==> config.mk <==
export PLATFORM = sky130hd
export DESIGN_NAME = ha_iter_add_ctrl
export DESIGN_NICKNAME = d
export VERILOG_FILES = /design/src/rtl/ha_iter_add_ctrl_pkg.sv /design/src/rtl/ha_iter_add_ctrl_ha_vec.sv /design/src/rtl/ha_iter_add_ctrl.sv
export SDC_FILE = /design/constraint.sdc
export NUM_CORES = 1
export LEC_CHECK = 0
export CORE_ASPECT_RATIO = 1.2
export CORE_MARGIN = 2
export CORE_UTILIZATION = 45
export DETAILED_ROUTE_END_ITERATION = 10
export PLACE_DENSITY = 0.74
export REMOVE_ABC_BUFFERS = 1
export SLEW_MARGIN = 20
export SYNTH_ARGS = -nofsm -noshare
export SYNTH_HDL_FRONTEND = slang
export SYNTH_SLANG_ARGS = --single-unit
==> constraint.sdc <==
create_clock -name clk -period 1.8 [get_ports clk]
set_clock_uncertainty 0.2 [all_clocks]
set_input_delay 0.18 -clock clk [delete_from_list [all_inputs] [get_ports clk]]
set_output_delay 0.18 -clock clk [all_outputs]
set_load 0.01 [all_outputs]
==> src/rtl/ha_iter_add_ctrl_pkg.sv <==
// rtl/ha_iter_add_ctrl_pkg.sv - shared state encoding for the iterative half-adder controller
package ha_iter_add_ctrl_pkg;

  typedef enum logic [1:0] {
    ST_IDLE = 2'd0,
    ST_ITER = 2'd1,
    ST_DONE = 2'd2
  } state_t;

endpackage

==> src/rtl/ha_iter_add_ctrl_ha_vec.sv <==
// rtl/ha_iter_add_ctrl_ha_vec.sv - N-bit vector of independent 1-bit half adders
module ha_vec #(
  parameter int N = 4
) (
  input  logic [N-1:0] x,
  input  logic [N-1:0] y,
  output logic [N-1:0] s,
  output logic [N-1:0] c
);

  genvar i;
  generate
    for (i = 0; i < N; i++) begin : g_ha
      assign s[i] = x[i] ^ y[i];
      assign c[i] = x[i] & y[i];
    end
  endgenerate

endmodule

==> src/rtl/ha_iter_add_ctrl.sv <==
// rtl/ha_iter_add_ctrl.sv - full N-bit adder built by recirculating sum/carry through one half-adder array
module ha_iter_add_ctrl
  import ha_iter_add_ctrl_pkg::*;
#(
  parameter  int N  = 4,
  localparam int CW = $clog2(N + 2)
) (
  input  logic          clk,
  input  logic          rst_n,
  input  logic          in_valid,
  output logic          in_ready,
  input  logic [N-1:0]  in_a,
  input  logic [N-1:0]  in_b,
  output logic          out_valid,
  input  logic          out_ready,
  output logic [N-1:0]  out_sum,
  output logic          out_cout,
  output logic [CW-1:0] out_iters
);

  state_t        state, state_nx;
  logic [N-1:0]  x, y, s, c;
  logic [CW-1:0] cnt;
  logic          cout_acc;
  logic          carry_clear;

  ha_vec #(.N(N)) u_ha_vec (
    .x (x),
    .y (y),
    .s (s),
    .c (c)
  );

  assign carry_clear = (c == '0);
  assign in_ready    = (state == ST_IDLE);

  always_ff @(posedge clk or negedge rst_n) begin
    if (!rst_n) state <= ST_IDLE;
    else        state <= state_nx;
  end

  always_comb begin
    state_nx = state;
    case (state)
      ST_IDLE: if (in_valid)    state_nx = ST_ITER;
      ST_ITER: if (carry_clear) state_nx = ST_DONE;
      ST_DONE: if (out_ready)   state_nx = ST_IDLE;
      default:                  state_nx = ST_IDLE;
    endcase
  end

  // Only one iteration can ever carry out of the MSB, so OR-accumulation yields bit N of the sum.
  always_ff @(posedge clk or negedge rst_n) begin
    if (!rst_n) begin
      x         <= '0;
      y         <= '0;
      cnt       <= '0;
      cout_acc  <= 1'b0;
      out_sum   <= '0;
      out_cout  <= 1'b0;
      out_iters <= '0;
      out_valid <= 1'b0;
    end else begin
      case (state)
        ST_IDLE: begin
          if (in_valid) begin
            x        <= in_a;
            y        <= in_b;
            cnt      <= '0;
            cout_acc <= 1'b0;
          end
        end
        ST_ITER: begin
          cnt      <= cnt + CW'(1);
          cout_acc <= cout_acc | c[N-1];
          if (carry_clear) begin
            out_sum   <= s;
            out_cout  <= cout_acc | c[N-1];
            out_iters <= cnt + CW'(1);
            out_valid <= 1'b1;
          end else begin
            x <= s;
            y <= {c[N-2:0], 1'b0};
          end
        end
        ST_DONE: begin
          if (out_ready) out_valid <= 1'b0;
        end
        default: ;
      endcase
    end
  end

endmodule

* Word-level counts from Yosys, hierarchy flattened
Index checks and enable logic that the tools add are counted.
** Word-level totals
- Bits of input ports :: 12
- Register bits after elaboration :: 23
- Word-level logic and storage cells :: 51
** Operators by class
- Equal/unequal tests :: 6
- $add $sub $neg :: 1
- Bitwise operators :: 9
- Muxes and demuxes :: 17
- Reduce and logical (&&, ||, !) cells :: 9
** Operators with widths (count)
- two-way mux 4 bit :: 4
- case mux 4 bit (2 select lines) :: 2
- AND reduction 3 bit :: 3
- != test 2 bit, second input constant :: 4
- two-way mux 2 bit :: 3
- case mux 2 bit (3 select lines) :: 1
- case mux 3 bit (2 select lines) :: 1
- AND 1 bit :: 4
- zero test 4 bit :: 1
- case mux 1 bit (2 select lines) :: 2
- AND reduction 2 bit :: 2
- nonzero test 2 bit :: 2
- XOR 1 bit :: 4
- adder 3 x 1 -> 3 bit, second input constant :: 1
- two-way mux 1 bit :: 3
- two-way mux 3 bit :: 1
- equality test 2 x 1 -> 1 bit, second input constant :: 1
- equality test 2 bit, second input constant :: 1
- zero test 2 bit :: 1
- OR 1 bit :: 1

* Logic depth before layout (Yosys ltp)
Gate-level depths: netlist of run 1.
- Depth in word-level cells :: 4
- Depth in mapped cells :: 4
- Mapped depth without buffers :: 4

* Hierarchy
From an unflattened synthesis of run 1, not the netlist that was laid out.
** Second synthesis, totals
- Cells, all modules :: 93
- Area, all modules :: 1092.3 sq um
** Modules (own cells, without submodules)
- ha_iter_add_ctrl :: area an instance 1042.2 sq um, times used 1, cells each 89, sequential area each 575.6 sq um
- ha_vec :: area an instance 50.0 sq um, times used 1, cells each 4, sequential area each 0.0 sq um

* Worst setup path after synthesis of run 1
OpenSTA, ideal clock, no wires.
- Path kind :: reg-to-reg
- Start :: reg y[1]
- End :: reg x[0]
- Setup slack :: -0.038 ns
- Data arrival time :: 1.516 ns
- Required time :: 1.477 ns
- Setup time :: 0.123 ns
- Cell stages (with the launch flop) :: 5
- Clock period less this slack :: 1.838 ns
- Path through :: dfrtp_1 ha_1 nor4_4 a21oi_1 o221a_2
** Between the ends
- Word-level cells in the longest chain between the ends :: 4
** RTL lines
- from (decl) :: line ha_iter_add_ctrl.sv:22 : logic [N-1:0] x, y, s, c;
- from (signal assigned) :: line ha_iter_add_ctrl.sv:68 : y <= in_b;
- from (signal assigned) :: line ha_iter_add_ctrl.sv:83 : y <= {c[N-2:0], 1'b0};
- AND 1 bit :: line ha_iter_add_ctrl_ha_vec.sv:15 : assign c[i] = x[i] & y[i];
- zero test 4 bit :: line ha_iter_add_ctrl.sv:34 : assign carry_clear = (c == '0);
- != test 2 bit (no source line)
- AND reduction 3 bit (no source line)
- to (signal assigned) :: line ha_iter_add_ctrl.sv:67 : x <= in_a;
- to (signal assigned) :: line ha_iter_add_ctrl.sv:82 : x <= s;
- to (decl) :: line ha_iter_add_ctrl.sv:22
Every way passes these cells.
A chain may end at the register's enable or synchronous reset.

* Worst setup path after layout of run 1
- Start :: reg y[0]
- End :: reg x[1]
Same word-level chain as after synthesis.

==> flow_summary.yaml, run 1 <==
status:
  status: "complete, but fails checks"
  violations: "negative hold slack, negative setup slack"
synth:
  ys_warn_count: 0
  ys_seq_elements: 23
  avgSynthCellArea_um2: 11.83
  synth_cell_type_count: 24
  synth_top_area_frac: 0.5174
  syn_area_um2: 1112
  synthCells: 94
  synthTopCellsByArea: "dfrtp_1 (52%), o221a_2 (7.1%), o32a_1 (6.3%)"
  synth-seq-area-share: 0.5174
  yosys.area.top_type: "dfrtp_1"
timing:
  slew_violations: 0
  slew-limit-headroom: 0.6733
  final-hold-violation-count: 8
  holdWs_ns: -0.006912
  setup_viol: 8
  period_share: 1.019
  tightestPinTransition_ns: 0.4891
  rsz0062_at_grt: "yes"
  setup_ws_ns: -0.03469
  finalCriticalPeriod_ns: 1.835
  fmax_ghz: 0.5451
worst_setup_path:
  required_ns: 1.82
  crit_slowest_cell: "dfrtp_1"
  slowest_delay_ns: 0.44
  critPathTopFamily: "flip-flops"
  end_kind: "register"
  crit_chain: "ha_4 > nor4_4 > buf_4 > a21oi_4 > o221a_2"
  critPathMaxFanout: 7
  worstPathArrival_ns: 1.85
  start_kind: "register"
  path_class: "reg -> reg"
  critPathBufInv: 1
routing:
  dr_total_vias: 951
  dr.first_iter.drc_count: 20
  routed_via_density: 5.594
  avgRoutedWirePerCell_um: 15.84
  ant_nets: 0
  first_pass_iters: 4
  drcViolationCount: 0
  wl_um: 2693
floorplan:
  dieHeight_um: 58.46
  row_count: 19
  die_w_um: 49.39
  initial_utilization: 0.4774
  die-area_um2: 2887
  ios: 22
  core-area_um2: 2330
pwr:
  peakVddDrop_mv: 1.157
  power_mw: 3.196
  power_density_nw_per_um2: 1985
  leakagePower_nw: 0.7148
cts:
  cts_sinks: 23
  cts-htree-levels: 1
  clockBufferDepth: 2
  numCtsBuffers: 3
  cts_root_buffer: "clkbuf_4"
  clk_latency_ns: 0.31
  cts_tree: "done"
  path_clk_slew_ns: 0.13
global_route:
  grt-ovfl-total: 0
  grt_pass1_vias: 954
  grt_antenna_before_repair: 0
  track_usage: 0.2002
  grt_pass1_wl_um: 4347
  grt_start_max_net_pins: 24
place:
  port_buffers: 21
  place_area_um2: 1478
  dp_hpwl_um: 1916
  place.gp.congestion: 0.7983
run:
  max-cap-violations: 0
cells_and_area:
  drive_above_1_share: 0.3525
  antenna_cells: 0
  nNetsFinal: 157
  fin_area_um2: 1610
  final_common_cell: "dfrtp_1"
  nFillCells: 206
  area_delta_synth_final_pct: 44.77
  final_cell_mix: "dfrtp_1 (23), buf_4 (21), clkdlybuf4s50_1 (20)"
hold_path:
  hold_path.class: "in -> async"
## Yosys cell counts (all sizes together)
cell type / number
dfrtp: 23
o21ai: 7
o221a: 7
o32a: 7
a21oi: 6
inv: 6
mux2: 6
ha: 5
nand2: 5
clkbuf: 3
nand2b: 3
nor2: 3
nor2b: 2
or2: 2
a211oi: 1
a31oi: 1
mux2i: 1
nand3: 1
nor3b: 1
nor4: 1
o311ai: 1
o31ai: 1
xor2: 1
## worst paths after layout
kind                                          endpoint  slack, ns                    from  depth (start not counted)
worst max-delay path                  x[1]$_DFFE_PN0P_      -0.03        y[0]$_DFFE_PN0P_                          5
worst min-delay path                cnt[0]$_DFFE_PN0P_     -0.007                   rst_n                          2
worst max register to register        x[1]$_DFFE_PN0P_      -0.03        y[0]$_DFFE_PN0P_                          5
worst min register to register  out_sum[3]$_DFFE_PN0P_       0.32  out_sum[3]$_DFFE_PN0P_                          1
max in group asynchronous       out_sum[1]$_DFFE_PN0P_       1.16                   rst_n                          2
min in group clk                  state[1]$_DFFE_PN0P_       0.23               out_ready                          2
## cell type report
cell class,count,area [µm²],area share
well taps,31,38.79,0.02409
inverters,6,22.52,0.01399
multi-input cells,62,558.0,0.3465
flip-flops and latches,23,575.6,0.3574
clock buffers,4,26.28,0.01632
repair buffers,44,389.1,0.2416
## per-stage QoR
step	setup TNS, ns	setup WS, ns	utilization	hold slack, ns	instances
6_report	-0.1948	-0.03469	0.6912	-0.006912	170
2_1_floorplan	-0.4622	-0.03816	-	-0.3156	91
4_1_cts	-0.2317	-0.04187	0.6724	0.01195	168
5_1_grt	-1.416	-0.1069	0.6912	0.02221	170
3_3_place_gp	-0.2455	-0.03627	0.6343	0.2869	160
3_5_place_dp	-1.205	-0.1269	0.6343	0.2922	160
## cells by family (layout without fill, tap and decap cells)
logic type,Yosys count,in the layout,share of synthesized area
AO/OA/AOI/OAI,31,31,0.2194
buffers and inverters,9,54,0.03037
AND/OR/NAND/NOR,18,18,0.09898
XOR/XNOR,1,1,0.007875
flip-flops,23,23,0.5174
multiplexers,7,7,0.06974
adder cells (fa/ha/maj),5,5,0.05624
## worst register-to-register path, stage by stage (launching register included)
cell and delay, ns:
dfrtp_1 0.44, ha_4 0.19, nor4_4 0.39, buf_4 0.19
a21oi_4 0.08, o221a_2 0.25
## per-layer routing
metal | GRT usage | wire (µm) | vias to the layer above
li1 | - | - | 450
met1 | 0.2417 | 1104 | 465
met2 | 0.3552 | 1428 | 30
met3 | 0.02792 | 114 | 6
met4 | 0.09524 | 44 | 0
met5 | 0 | 0 | -
## what timing repair did
action / in CTS / in global routing
endpoints found under the setup margin: 17 / 18
endpoints found under the hold margin: 0 / 0
hold buffers: 0 / 0
pin swaps: 2 / 6
setup buffers: 4 / 2
gates resized for setup: 9 / 6
## report_power, final
part           internal (mW)  switching (mW)  total (mW)
sequential             0.774           0.168       0.942
clock                 0.0867           0.157       0.244
combinational           1.16           0.852        2.01
## registers in the layout, indices dropped and copies added (netlist names)
register / cells
x: 4
out_iters: 3
state: 2
out_sum: 4
out_cout: 1
out_valid: 1
cnt: 3
y: 4
cout_acc: 1
Note: power is estimated with default switching activity, not from simulation.
==> inputs of run 2 (changes only) <==
--- a/config.mk
+++ b/config.mk
@@ -9,6 +9,7 @@
 export CORE_MARGIN = 2
 export CORE_UTILIZATION = 45
 export DETAILED_ROUTE_END_ITERATION = 10
+export MAX_ROUTING_LAYER = met4
 export PLACE_DENSITY = 0.74
 export REMOVE_ABC_BUFFERS = 1
 export SLEW_MARGIN = 20
==> flow_summary.yaml, run 2 (synthesis gave the netlist of run 1 again) <==
worst_setup_path:
  worstPathArrival_ns: 1.85
  end_kind: "register"
  start_kind: "register"
  required_ns: 1.82
  critPathTopFamily: "flip-flops"
  critPathBufInv: 1
  crit_slowest_cell: "dfrtp_1"
  slowest_delay_ns: 0.44
  crit_chain: "ha_4 > nor4_4 > buf_4 > a21oi_4 > o221a_2"
  critPathMaxFanout: 7
  path_class: "reg -> reg"
place:
  dp_cells: 160
  dp_hpwl_um: 1916
  place.gp.congestion: 0.8097
  port_buffers: 21
routing:
  routed_via_density: 5.453
  wl_um: 2670
  dr.first_iter.drc_count: 18
  ant_nets: 0
  dr_total_vias: 927
  first_pass_iters: 4
  drcViolationCount: 0
  avgRoutedWirePerCell_um: 15.71
timing:
  setup_ws_ns: -0.03199
  final-hold-violation-count: 0
  tightestPinTransition_ns: 0.4880
  fmax_ghz: 0.5459
  rsz0062_at_grt: "yes"
  slew_violations: 0
  period_share: 1.018
  setup_viol: 8
  finalCriticalPeriod_ns: 1.832
  slew-limit-headroom: 0.6740
pwr:
  p_sw_frac: 0.3677
  p_comb_frac: 0.629
  power_density_nw_per_um2: 1983
  p_int_mw: 2.019
  leakagePower_nw: 0.7148
  power_mw: 3.193
  p_clk_frac: 0.076
  p_sw_mw: 1.174
  seq_power_share: 0.295
  peakVddDrop_mv: 1.157
global_route:
  grt_pass1_wl_um: 4347
  grt_pass1_vias: 955
  met1_usage: 0.2433
  grtUsageMet2: 0.3552
  grt_start_max_net_pins: 24
  gr-usage-met3: 0.02538
  grt_antenna_before_repair: 0
  grt.busiest_layer: "met2"
  grt-ovfl-total: 0
  track_usage: 0.2063
hold_path:
  hold_path.class: "in -> async"
floorplan:
  ios: 22
  dieHeight_um: 58.46
  die_w_um: 49.39
  core-area_um2: 2330
  initial_utilization: 0.4774
  die-area_um2: 2887
  row_count: 19
cts:
  path_clk_slew_ns: 0.13
  clockBufferDepth: 2
  cts-htree-levels: 1
  cts_tree: "done"
  cts_root_buffer: "clkbuf_4"
  clk_latency_ns: 0.31
  cts_sinks: 23
  cts_hold_repair.buffers: 0
  numCtsBuffers: 3
cells_and_area:
  area_delta_synth_final_pct: 44.77
  reg_top3: "out_sum x4, x x4, y x4"
  nNetsFinal: 157
  final_common_cell: "dfrtp_1"
  drive_above_1_share: 0.3525
  final_cell_mix: "dfrtp_1 (23), buf_4 (21), clkdlybuf4s50_1 (20)"
  antenna_cells: 0
  final_cells: 170
status:
  status: "complete, but fails checks"
  violations: "negative setup slack"
run:
  max-cap-violations: 0
[run 2: cell counts in the layout (fill, tap and decap cells not counted)]
No cell type changed its count.
[run 2: power by group through the flow]
| stage | Clock, mW | Combinational [mW] | Sequential, mW |
|---|---|---|---|
| final | 0.244 | 2.01 | 0.942 |
| after global routing | 0.266 | 2.17 | 0.974 |
| after CTS | 0.243 | 1.91 | 0.930 |
| after detailed placement | 0 | 1.73 | 0.942 |
| after global placement | 0 | 1.67 | 0.930 |
| after floorplan | 0 | 0.884 | 1.00 |
[run 2: final cells by class]
type                    count  area [µm²]
repair buffers             44       389.1
well taps                  31       38.79
fillers                   206       719.4
inverters                   6       22.52
clock buffers               4       26.28
flip-flops and latches     23       575.6
multi-input cells          62       558.0
[run 2: worst register-to-register path, stage by stage, from the launching register on]
cell and delay (ns):
dfrtp_1 0.44, ha_4 0.19, nor4_4 0.39, buf_4 0.19, a21oi_4 0.08, o221a_2 0.25
[run 2: path summary, 6_finish.rpt]
kind	startpoint	end	slack, ns	cells past startpoint
min in group clk	out_ready	state[1]$_DFFE_PN0P_	0.23	2
max reg2reg	y[0]$_DFFE_PN0P_	x[1]$_DFFE_PN0P_	-0.03	5
min	rst_n	y[0]$_DFFE_PN0P_	0.001	2
max	y[0]$_DFFE_PN0P_	x[1]$_DFFE_PN0P_	-0.03	5
min reg2reg	out_sum[3]$_DFFE_PN0P_	out_sum[3]$_DFFE_PN0P_	0.32	1
max in group asynchronous	rst_n	out_sum[1]$_DFFE_PN0P_	1.17	2
[run 2: per-layer routing]
| layer | wire length, µm | part of all wire |
|---|---|---|
| met4 | 36 | 0.013 |
| met5 | 0 | 0 |
| met2 | 1426 | 0.53 |
| met3 | 90 | 0.034 |
| met1 | 1117 | 0.42 |
[run 2: metrics by stage]
stage	setup WS, ns	utilization	area [µm²]	hold slack, ns	setup TNS, ns
2_1_floorplan	-0.03816	-	1101	-0.3156	-0.4622
3_3_place_gp	-0.03627	0.6343	1478	0.2869	-0.2455
3_5_place_dp	-0.1269	0.6343	1478	0.2922	-1.205
4_1_cts	-0.04187	0.6724	1567	0.01195	-0.2317
5_1_grt	-0.1069	0.6912	1610	0.02379	-1.416
6_report	-0.03199	0.6912	1610	0.001041	-0.1746
[run 2: timing repair]
action / CTS / global route
pin swaps: 2 / 6
gates resized for setup: 9 / 6
buffers inserted: 4 / 2
setup endpoints to repair: 17 / 18
